===== config.mk =====
export PLATFORM = sky130hd
export DESIGN_NAME = fdce_bank_sched_flat
export DESIGN_NICKNAME = d
export VERILOG_FILES = /design/src/rtl/fdce_bank_sched_if.sv /design/src/rtl/fdce_bank_sched.sv /design/src/flat_wrapper.sv
export SDC_FILE = /design/constraint.sdc
export NUM_CORES = 1
export LEC_CHECK = 0
export CAP_MARGIN = 20
export CORE_AREA = 5 5 80 82
export CTS_BUF_LIST = sky130_fd_sc_hd__clkbuf_4 sky130_fd_sc_hd__clkbuf_8
export CTS_CLUSTER_SIZE = 20
export DETAILED_ROUTE_END_ITERATION = 10
export DIE_AREA = 0 0 85 87
export DONT_BUFFER_PORTS = 1
export SLEW_MARGIN = 10
export SYNTH_ARGS = -nofsm -noshare
export SYNTH_HDL_FRONTEND = slang
export SYNTH_SLANG_ARGS = --single-unit

===== constraint.sdc =====
create_clock -name C -period 3.9 [get_ports C]
set_input_delay 0.585 -clock C [delete_from_list [all_inputs] [get_ports C]]
set_output_delay 0.585 -clock C [all_outputs]
set_load 0.02 [all_outputs]

===== src/rtl/fdce_bank_sched_if.sv =====
// Bus between requesting control blocks, the scheduler and the register bank.
//   REQ     requester -> scheduler  per-requester write request (held until granted)
//   ADDR    requester -> scheduler  packed word addresses, requester i at [i*AW +: AW]
//   DATA    requester -> scheduler  packed write data, requester i at [i*DW +: DW]
//   CLRALL  requester -> scheduler  bulk-clear request
//   GNT     scheduler -> requester  one-hot grant pulse
//   ERR     scheduler -> requester  granted address out of range, no write done
//   BANK_CE scheduler -> bank       per-word clock enable
//   BANK_D  scheduler -> bank       common data bus
//   BUSY    scheduler -> requester  clear sweep in progress
//   DONE    scheduler -> requester  one-cycle pulse after the last sweep word
interface fdce_bank_sched_if #(
  parameter int NREQ   = 4,
  parameter int NWORDS = 8,
  parameter int AW     = 3,
  parameter int DW     = 8
);
  logic [NREQ-1:0]    REQ;
  logic [NREQ*AW-1:0] ADDR;
  logic [NREQ*DW-1:0] DATA;
  logic               CLRALL;
  logic [NREQ-1:0]    GNT;
  logic               ERR;
  logic [NWORDS-1:0]  BANK_CE;
  logic [DW-1:0]      BANK_D;
  logic               BUSY;
  logic               DONE;

  modport master (
    output REQ, ADDR, DATA, CLRALL,
    input  GNT, ERR, BANK_CE, BANK_D, BUSY, DONE
  );

  modport slave (
    input  REQ, ADDR, DATA, CLRALL,
    output GNT, ERR, BANK_CE, BANK_D, BUSY, DONE
  );
endinterface


===== src/rtl/fdce_bank_sched.sv =====
// Write scheduler for a bank of NWORDS clock-enabled registers sharing one D bus.
// Round-robin arbitration of single-cycle word writes among NREQ requesters,
// plus a synchronous bulk-clear sweep (D=0 through CE, one word per cycle).
// All outputs are registered.
//   C      clock, rising edge
//   CLR_N  synchronous reset, active low
//   bus    slave side of fdce_bank_sched_if (requests in; grants, bank CE/D, status out)
module fdce_bank_sched #(
  parameter int NREQ   = 4,
  parameter int NWORDS = 8,
  parameter int AW     = 3,
  parameter int DW     = 8
) (
  input  logic             C,
  input  logic             CLR_N,
  fdce_bank_sched_if.slave bus
);

  localparam int unsigned NR = NREQ;
  localparam int          PW = (NREQ > 1) ? $clog2(NREQ) : 1;
  localparam logic [AW:0] NW_L = (AW+1)'(NWORDS);

  typedef enum logic {IDLE, SWEEP} state_t;

  state_t            state_q, state_d;
  logic [NREQ-1:0]   gnt_q, gnt_d;
  logic              err_q, err_d;
  logic [NWORDS-1:0] ce_q, ce_d;
  logic [DW-1:0]     d_q, d_d;
  logic              busy_q, busy_d;
  logic              done_q, done_d;
  logic [AW-1:0]     idx_q, idx_d;
  logic [PW-1:0]     ptr_q, ptr_d;

  logic [NREQ-1:0]   elig;
  logic              win_vld;
  logic [PW-1:0]     win;
  logic [PW-1:0]     cand;
  logic [AW-1:0]     win_addr;
  logic              arb_en;

  // Round-robin search starting just after the last winner. Requesters granted
  // this cycle are masked so a held REQ is not granted twice in a row.
  always_comb begin
    elig    = bus.REQ & ~gnt_q;
    win_vld = 1'b0;
    win     = '0;
    cand    = '0;
    for (int unsigned k = 1; k <= NR; k++) begin
      cand = PW'((32'(ptr_q) + k) % NR);
      if (!win_vld && elig[cand]) begin
        win_vld = 1'b1;
        win     = cand;
      end
    end
    win_addr = bus.ADDR[win*AW +: AW];
  end

  always_comb begin
    state_d = state_q;
    gnt_d   = '0;
    err_d   = 1'b0;
    ce_d    = '0;
    d_d     = d_q;
    busy_d  = 1'b0;
    done_d  = 1'b0;
    idx_d   = idx_q;
    ptr_d   = ptr_q;
    arb_en  = 1'b0;

    case (state_q)
      IDLE: begin
        if (bus.CLRALL) begin
          state_d = SWEEP;
          idx_d   = '0;
          busy_d  = 1'b1;
          d_d     = '0;
          ce_d[0] = 1'b1;
        end else begin
          arb_en = 1'b1;
        end
      end
      SWEEP: begin
        if (idx_q == AW'(NWORDS - 1)) begin
          // Leaving the sweep: DONE and the first new grant share this edge.
          state_d = IDLE;
          idx_d   = '0;
          done_d  = 1'b1;
          arb_en  = 1'b1;
        end else begin
          idx_d  = idx_q + 1'b1;
          busy_d = 1'b1;
          d_d    = '0;
          for (int unsigned j = 0; j < NWORDS; j++) begin
            ce_d[j] = (idx_d == AW'(j));
          end
        end
      end
      default: state_d = IDLE;
    endcase

    if (arb_en && win_vld) begin
      gnt_d[win] = 1'b1;
      d_d        = bus.DATA[win*DW +: DW];
      ptr_d      = win;
      if ({1'b0, win_addr} < NW_L) begin
        for (int unsigned j = 0; j < NWORDS; j++) begin
          ce_d[j] = (win_addr == AW'(j));
        end
      end else begin
        err_d = 1'b1;
      end
    end
  end

  always_ff @(posedge C) begin
    if (!CLR_N) begin
      state_q <= IDLE;
      gnt_q   <= '0;
      err_q   <= 1'b0;
      ce_q    <= '0;
      d_q     <= '0;
      busy_q  <= 1'b0;
      done_q  <= 1'b0;
      idx_q   <= '0;
      ptr_q   <= PW'(NREQ - 1);
    end else begin
      state_q <= state_d;
      gnt_q   <= gnt_d;
      err_q   <= err_d;
      ce_q    <= ce_d;
      d_q     <= d_d;
      busy_q  <= busy_d;
      done_q  <= done_d;
      idx_q   <= idx_d;
      ptr_q   <= ptr_d;
    end
  end

  assign bus.GNT     = gnt_q;
  assign bus.ERR     = err_q;
  assign bus.BANK_CE = ce_q;
  assign bus.BANK_D  = d_q;
  assign bus.BUSY    = busy_q;
  assign bus.DONE    = done_q;

endmodule


===== src/flat_wrapper.sv =====
// flat-port wrapper written by rule: the top's interface ports become plain ports
module fdce_bank_sched_flat 
#(
  parameter int NREQ   = 4,
  parameter int NWORDS = 8,
  parameter int AW     = 3,
  parameter int DW     = 8
)
  (C, CLR_N, bus_REQ, bus_ADDR, bus_DATA, bus_CLRALL, bus_GNT, bus_ERR, bus_BANK_CE, bus_BANK_D, bus_BUSY, bus_DONE);
  fdce_bank_sched_if #(.NREQ(NREQ), .NWORDS(NWORDS), .AW(AW), .DW(DW)) bus_i ();
  input  logic C;
  input  logic CLR_N;
  input wire logic [$bits(bus_i.REQ)-1:0] bus_REQ;
  input wire logic [$bits(bus_i.ADDR)-1:0] bus_ADDR;
  input wire logic [$bits(bus_i.DATA)-1:0] bus_DATA;
  input wire logic [$bits(bus_i.CLRALL)-1:0] bus_CLRALL;
  output wire logic [$bits(bus_i.GNT)-1:0] bus_GNT;
  output wire logic [$bits(bus_i.ERR)-1:0] bus_ERR;
  output wire logic [$bits(bus_i.BANK_CE)-1:0] bus_BANK_CE;
  output wire logic [$bits(bus_i.BANK_D)-1:0] bus_BANK_D;
  output wire logic [$bits(bus_i.BUSY)-1:0] bus_BUSY;
  output wire logic [$bits(bus_i.DONE)-1:0] bus_DONE;
  assign bus_i.REQ = bus_REQ;
  assign bus_i.ADDR = bus_ADDR;
  assign bus_i.DATA = bus_DATA;
  assign bus_i.CLRALL = bus_CLRALL;
  assign bus_GNT = bus_i.GNT;
  assign bus_ERR = bus_i.ERR;
  assign bus_BANK_CE = bus_i.BANK_CE;
  assign bus_BANK_D = bus_i.BANK_D;
  assign bus_BUSY = bus_i.BUSY;
  assign bus_DONE = bus_i.DONE;
  fdce_bank_sched #(.NREQ(NREQ), .NWORDS(NWORDS), .AW(AW), .DW(DW)) u_core (.C(C), .CLR_N(CLR_N), .bus(bus_i));
endmodule

==> flow_metrics.env <==
export IMPL_numCtsBuffers=3
export IMPL_cells_taking_the_most_area_after_synthesis="dfxtp_1 (33%), mux2i_1 (10%), mux2_4 (5.5%), ha_1 (4.6%), a22o_1 (4.3%)"
export IMPL_congestion_overflow_gr=0
export IMPL_number_of_pins_with_negative_max_slew_slack_in_the_final_report=0
export IMPL_finalWorstPathRequiredPeriod_ns=2.57
export IMPL_drv_max_cap_violation_count=0
export IMPL_yosys_cell_types_count=42
export IMPL_total_power_uw=719
export IMPL_timing_critical_path_buf_inv=0
export IMPL_port_buffers=0
export IMPL_drtIter0Drc=57
export IMPL_areaGrowthSynthToFinish_pct=5.46
export IMPL_start_kind="flip-flop"
export IMPL_worst_path_max_delay_cell="o211ai_4"
export IMPL_drive_gt1_share_pct=15.5
export IMPL_routing_usage_on_met1_pct=11.8
export IMPL_post_cts_sizing=0
export IMPL_layout_common_cells="dfxtp_1 (27), mux2i_1 (17), nor2_1 (15)"
export IMPL_cp_cell_sequence="nand2b_2 > a22oi_2 > o211ai_4 > mux2i_1 > nor3_1 > o21ai_1 > o22ai_1"
export IMPL_power_density_nw_per_um2=419
export IMPL_clock_insertion_delay_worst_skew_ns=0.26
export IMPL_postCtsSetupRepairBufs=0
export IMPL_synth_warnings=0
export IMPL_synth_largest_type_area_fraction_pct=33.2
export IMPL_critPathTopFamily="compound AO/OA/AOI/OAI gates"
export IMPL_status="complete, no violations"
export IMPL_setup_reg_to_reg_worst_slack_ns=1.33
export IMPL_peakVddDrop_mv=0.170
export IMPL_timing_clock_skew_ns=0.00734
export IMPL_synth_net_count=228
export IMPL_slew_of_the_pin_with_the_lowest_slew_margin_ns=1.02
export IMPL_cts_max_level=1
export IMPL_worstSetupPathType="reg2reg"
export IMPL_clock_tree_buffer_depth=2
export IMPL_grt_max_degree=29
export IMPL_leakagePower_nw=0.710
export IMPL_tritoncts="done"
export IMPL_yosys_register_bits=27
export IMPL_setup_violations_final=0
export IMPL_global_route_usage_total_pct=9.41
export IMPL_floorplan_core_area_um2=5680
export IMPL_final_wtd_congestion=0.833
export IMPL_layout_cells_most_common="dfxtp_1"
export IMPL_routed_wire_length_per_instance_um=15.2
export IMPL_maxClockFrequency_ghz=0.390
export IMPL_vias_per_cell=5.12
export IMPL_nFillCells=604
export IMPL_ant_nets=0
export IMPL_fp_dieArea_um2=7400
export IMPL_clock_sinks=27
export IMPL_finalHoldViolations=0
export IMPL_timing_hold_worst_endpoint="u_core.ptr_q[0]"
export IMPL_grt_setup_unrepaired="no"
export IMPL_stdcell_area_um2=1720
export IMPL_root_buffer="clkbuf_8"
export IMPL_fin_util_pct=30.2
export IMPL_reg2reg_from="u_core.bus.GNT[0]"
export IMPL_worstSetupEndpointType="flip-flop"
export IMPL_r2r_end="u_core.bus.BANK_CE[3]"
export IMPL_register_area_um2=541
export IMPL_layout_worst_path_cycle_share_pct=65.8
export IMPL_initial_utilization_pct=28.7
export IMPL_cp_max_fo=26
export IMPL_setup_tns_ns=0
export IMPL_post_dp_hpwl_um=2890
export IMPL_postSynthAreaPerCell_um2=9.52
export IMPL_slowest_delay_ns=0.80
export IMPL_placement_rows=28
export IMPL_synth_cells=171
export IMPL_finalHoldWorstSlack_ns=0.379
export IMPL_hold_start="CLR_N"
export IMPL_n_antenna_cell=0
export IMPL_post_synth_instance_area_um2=1630
export IMPL_grt_util_met3_pct=1.80
export IMPL_layout_nets=226
export IMPL_vias_in_the_first_global_route=1232
export IMPL_grt_busiest_layer="met2"
export IMPL_i_o_pins=74
export IMPL_arrival_ns=2.71
export IMPL_synth_seq_area_share_pct=33.2
export IMPL_via_count_of_the_routed_design=1243
export IMPL_place_area_um2=1670
export IMPL_detailedRoute_firstPassIterationCount=4
export IMPL_die_height_um=87
export IMPL_hp_class="in2reg"
export IMPL_initial_antenna_violation_count=0
export IMPL_route_final_wire_length_um=3690
export IMPL_critical_path_required_ns=4.04
export IMPL_grt_first_pass_wirelength_um=5700
export IMPL_yosys_top_cell_by_area="dfxtp_1"
export IMPL_global_route_usage_met2_pct=15.7
export IMPL_clk_pin_slew_ns=0.09
export IMPL_multi_input_area_um2=1010
export IMPL_worst_r2r_cell_count=7
export IMPL_dieWidth_um=85
export IMPL_cts_hold_buffers_added=0
export IMPL_timing_hold_worst_path_depth=1
export IMPL_post_route_drc=0
export IMPL_slew_headroom_pct=31.9
## synth_stat cells
library cell	count
nand4_1	2
dfxtp_1	27
nor4_2	1
o21ai_0	2
nor3_1	5
o21bai_2	1
buf_12	1
a21boi_0	1
and4b_1	1
mux2_2	4
and2b_1	2
a22oi_2	1
mux2i_1	17
o211ai_4	1
nor3b_1	3
and3b_4	1
nor2b_1	4
inv_1	5
nand2_1	7
buf_6	1
nand2b_2	2
ha_1	6
mux2_4	6
nor2_1	15
o21ai_2	1
o21ai_1	3
buf_4	1
a22o_1	8
a21oi_1	12
o22ai_1	6
buf_2	3
o211ai_1	2
o311ai_4	1
and3b_1	1
nand3_1	4
clkbuf_1	2
nand2b_1	3
nand2_2	1
nand3b_1	1
conb_1	1
or2_2	1
and3_1	4
## worst max-delay path by stage
stage	startpoint	slack, ns	endpoint	cells after the start
after global routing	u_core.bus.GNT[0]	1.06	u_core.bus.BANK_CE[7]	7
after global placement	bus_REQ[1]	1.39	u_core.bus.BANK_CE[5]	7
after floorplan	bus_REQ[1]	1.91	u_core.bus.BANK_D[0]	8
after detailed placement	bus_REQ[1]	1.26	u_core.bus.BANK_CE[3]	7
after CTS	u_core.bus.GNT[0]	1.27	u_core.bus.BANK_CE[1]	7
final	u_core.bus.GNT[0]	1.33	u_core.bus.BANK_CE[3]	7
## stage by stage
stage	setup WS, ns	std cells
final	1.33	243
after global routing	1.06	243
after CTS	1.27	243
after detailed placement	1.26	239
after global placement	1.39	239
after floorplan	1.91	171
## flip-flops by register name, indices dropped and copies added, names as in the netlist
register            count
u_core.bus.DONE         1
u_core.idx_q            3
u_core.state_q          1
u_core.bus.GNT          4
u_core.bus.BANK_D       8
u_core.ptr_q            2
u_core.bus.BANK_CE      8
## kinds of logic (layout without fill, tap and decap cells)
group / Yosys count / count (layout) / share of synthesized area, %
flip-flops: 27 / 27 / 33.2
buffers and inverters: 13 / 10 / 4.92
AND/OR/NAND/NOR: 58 / 58 / 20.1
AO/OA/AOI/OAI: 39 / 39 / 18.1
multiplexers: 27 / 27 / 18.8
adder cells (fa/ha/maj): 6 / 6 / 4.61
other: 1 / 1 / 0.230
## layer usage
metal,routed length (um),share of wire (%)
met1,1580,43
met2,1780,48
met3,225,6.1
met4,106,2.9
met5,0,0
## cell type report
| cell class | instances | share of cell area [%] |
|---|---|---|
| Multi-Input combinational cell | 131 | 58.7 |
| Sequential cell | 27 | 31.5 |
| Tap cell | 75 | 5.47 |
| Clock buffer | 4 | 2.84 |
| Inverter | 5 | 1.09 |
| Timing Repair Buffer | 1 | 0.437 |
## where the power goes
| part | internal (mW) | switching, mW | total [mW] |
|---|---|---|---|
| registers | 0.298 | 0.0427 | 0.341 |
| logic | 0.104 | 0.114 | 0.218 |
| clock network | 0.0799 | 0.0802 | 0.160 |
| total | 0.482 | 0.237 | 0.719 |
## worst register-to-register path, stage by stage, from the launching register on
cell	delay, ns
dfxtp_1	0.46
nand2b_2	0.24
a22oi_2	0.11
o211ai_4	0.80
mux2i_1	0.32
nor3_1	0.08
o21ai_1	0.29
o22ai_1	0.15
No activity file was read; power rests on OpenSTA's default activity.
==> RTL edit (same flow settings) <==
`DW` is set to 8 in 3 places; all go to 6.
--- a/src/rtl/fdce_bank_sched_if.sv
+++ b/src/rtl/fdce_bank_sched_if.sv
@@ -13,7 +13,7 @@
   parameter int NREQ   = 4,
   parameter int NWORDS = 8,
   parameter int AW     = 3,
-  parameter int DW     = 8
+  parameter int DW     = 6
 );
   logic [NREQ-1:0]    REQ;
   logic [NREQ*AW-1:0] ADDR;
--- a/src/rtl/fdce_bank_sched.sv
+++ b/src/rtl/fdce_bank_sched.sv
@@ -9,7 +9,7 @@
   parameter int NREQ   = 4,
   parameter int NWORDS = 8,
   parameter int AW     = 3,
-  parameter int DW     = 8
+  parameter int DW     = 6
 ) (
   input  logic             C,
   input  logic             CLR_N,
--- a/src/flat_wrapper.sv
+++ b/src/flat_wrapper.sv
@@ -4,7 +4,7 @@
   parameter int NREQ   = 4,
   parameter int NWORDS = 8,
   parameter int AW     = 3,
-  parameter int DW     = 8
+  parameter int DW     = 6
 )
   (C, CLR_N, bus_REQ, bus_ADDR, bus_DATA, bus_CLRALL, bus_GNT, bus_ERR, bus_BANK_CE, bus_BANK_D, bus_BUSY, bus_DONE);
   fdce_bank_sched_if #(.NREQ(NREQ), .NWORDS(NWORDS), .AW(AW), .DW(DW)) bus_i ();
Ports: changed (resized bus_BANK_D and bus_DATA); port bits go from 74 to 64. The function was not compared with the original's and may differ.
==> RTL edit against the original RTL <==
  * Clock power fell by 7%
  * First-iteration DRC count decreased by 65%
  * Power down 12%
  * Hold slack better by 0.0079 ns
  * Worst setup slack improved by 0.052 ns
  * Die area unchanged
  * Combinational power fell by 20%
  * Sequential cell count is 2 lower
  * Count of clock-buffer cells in the layout decreased by 1
  * Routed wire length shrank 14%
  * Core utilization fell by 3.6 points
  * Cell area fell by 12%
  * Area after synthesis decreased by 13%
  * Critical path type unchanged
  * Critical endpoint is now u_core.bus.BANK_CE[4]$_SDFF_PN0_
==> RTL edit: results (changes against the original RTL) <==
| Metric | Value |
|---|---|
| Cell variety after synth | `34 (-19%)` |
| WHS | `0.387 ns (+0.00789 ns)` |
| Ratio of cells with drive above 1 in the final layout | `0.0797 (-0.0751)` |
| Gp weighted congestion | `0.779 (-6.5%)` |
| WL final | `3160 um (-14%)` |
| Outcome | `finished clean` |
| Final period utilization | `0.645 (-0.0133)` |
| Fill cells | `624 (+3.3%)` |
| Avg Inst Size Synth | `10.1 sq um (+6.2%)` |
| 1st-iter DRT viols | `20 (-65%)` |
| Top cells by area, synth | `dfxtp_1, mux2i_1, ha_1` |
| Mux share of post-synthesis cell area | `0.222 (+0.0344)` |
| Largest net degree at the start of global routing | `23 (-21%)` |
| Detailed placement HPWL | `2560 um (-12%)` |
| First-pass GRT wire length | `4940 um (-13%)` |
| Gr usage total | `0.0824 (-0.0117)` |
| Register-to-register setup slack | `1.39 ns (+0.05 ns)` |
| Compound-Gate Fraction of Synth Area | `0.156 (-0.0258)` |
| Post-synthesis adder-cell area fraction | `0.0531 (+0.00693)` |
| Fin nets | `188 (-17%)` |
| Routed vias/inst | `4.69 (-8.4%)` |
| Max FO, Critical Path | `17 (-35%)` |
| Routed vias | `998 (-20%)` |
| Static leakage | `0.660 nW (-7.0%)` |
| Final Instance Area | `1510 sq um (-12%)` |
[RTL edit: cell types whose count changed after synthesis, sizes merged, moves of 4 or more]
cell / before / now
mux2: 10 / 3
nor2: 15 / 4
nor2b: 4 / 9
o22ai: 6 / 0
mux2i: 17 / 28
o21ai: 6 / 2
nand2b: 5 / 1
a21oi: 12 / 4
o41ai: 0 / 8
[RTL edit: logic make-up after synthesis]
family                     after synthesis
and+or+nand+nor                         41
muxes                                   31
AOI/OAI and AO/OA                       26
DFF                                     25
buffers and inverters                   10
adders and majority gates                6
other                                    1
[RTL edit: where the power goes]
| part | switching (mW) | total, mW | internal (mW) |
|---|---|---|---|
| logic | 0.0976 | 0.175 | 0.0770 |
| registers | 0.0350 | 0.310 | 0.275 |
| clock network | 0.0775 | 0.149 | 0.0712 |
[RTL edit: path summary, 6_finish.rpt]
path	to	from	depth (start not counted)
setup / recovery	u_core.bus.BANK_CE[4]$_SDFF_PN0_	u_core.bus.GNT[0]$_SDFF_PN0_	4
hold / removal	u_core.ptr_q[1]$_SDFFE_PN1P_	CLR_N	1
setup reg to reg	u_core.bus.BANK_CE[4]$_SDFF_PN0_	u_core.bus.GNT[0]$_SDFF_PN0_	4
hold reg to reg	u_core.ptr_q[0]$_SDFFE_PN1P_	u_core.ptr_q[0]$_SDFFE_PN1P_	2
[RTL edit: layout make-up]
cell class	count	share of cell area
Clock inverter	1	0.00331
Clock buffer	3	0.0273
Inverter	4	0.00994
Tap cell	75	0.0621
Sequential cell	25	0.331
Multi-Input combinational cell	105	0.566
[RTL edit: routing by layer]
layer | track usage | vias to the layer above | wire length, um
met2 | 0.129 | 32 | 1470
met3 | 0.0237 | 2 | 245
met1 | 0.106 | 447 | 1410
met4 | 0.0345 | 0 | 38
met5 | 0 | - | 0
li1 | - | 517 | -
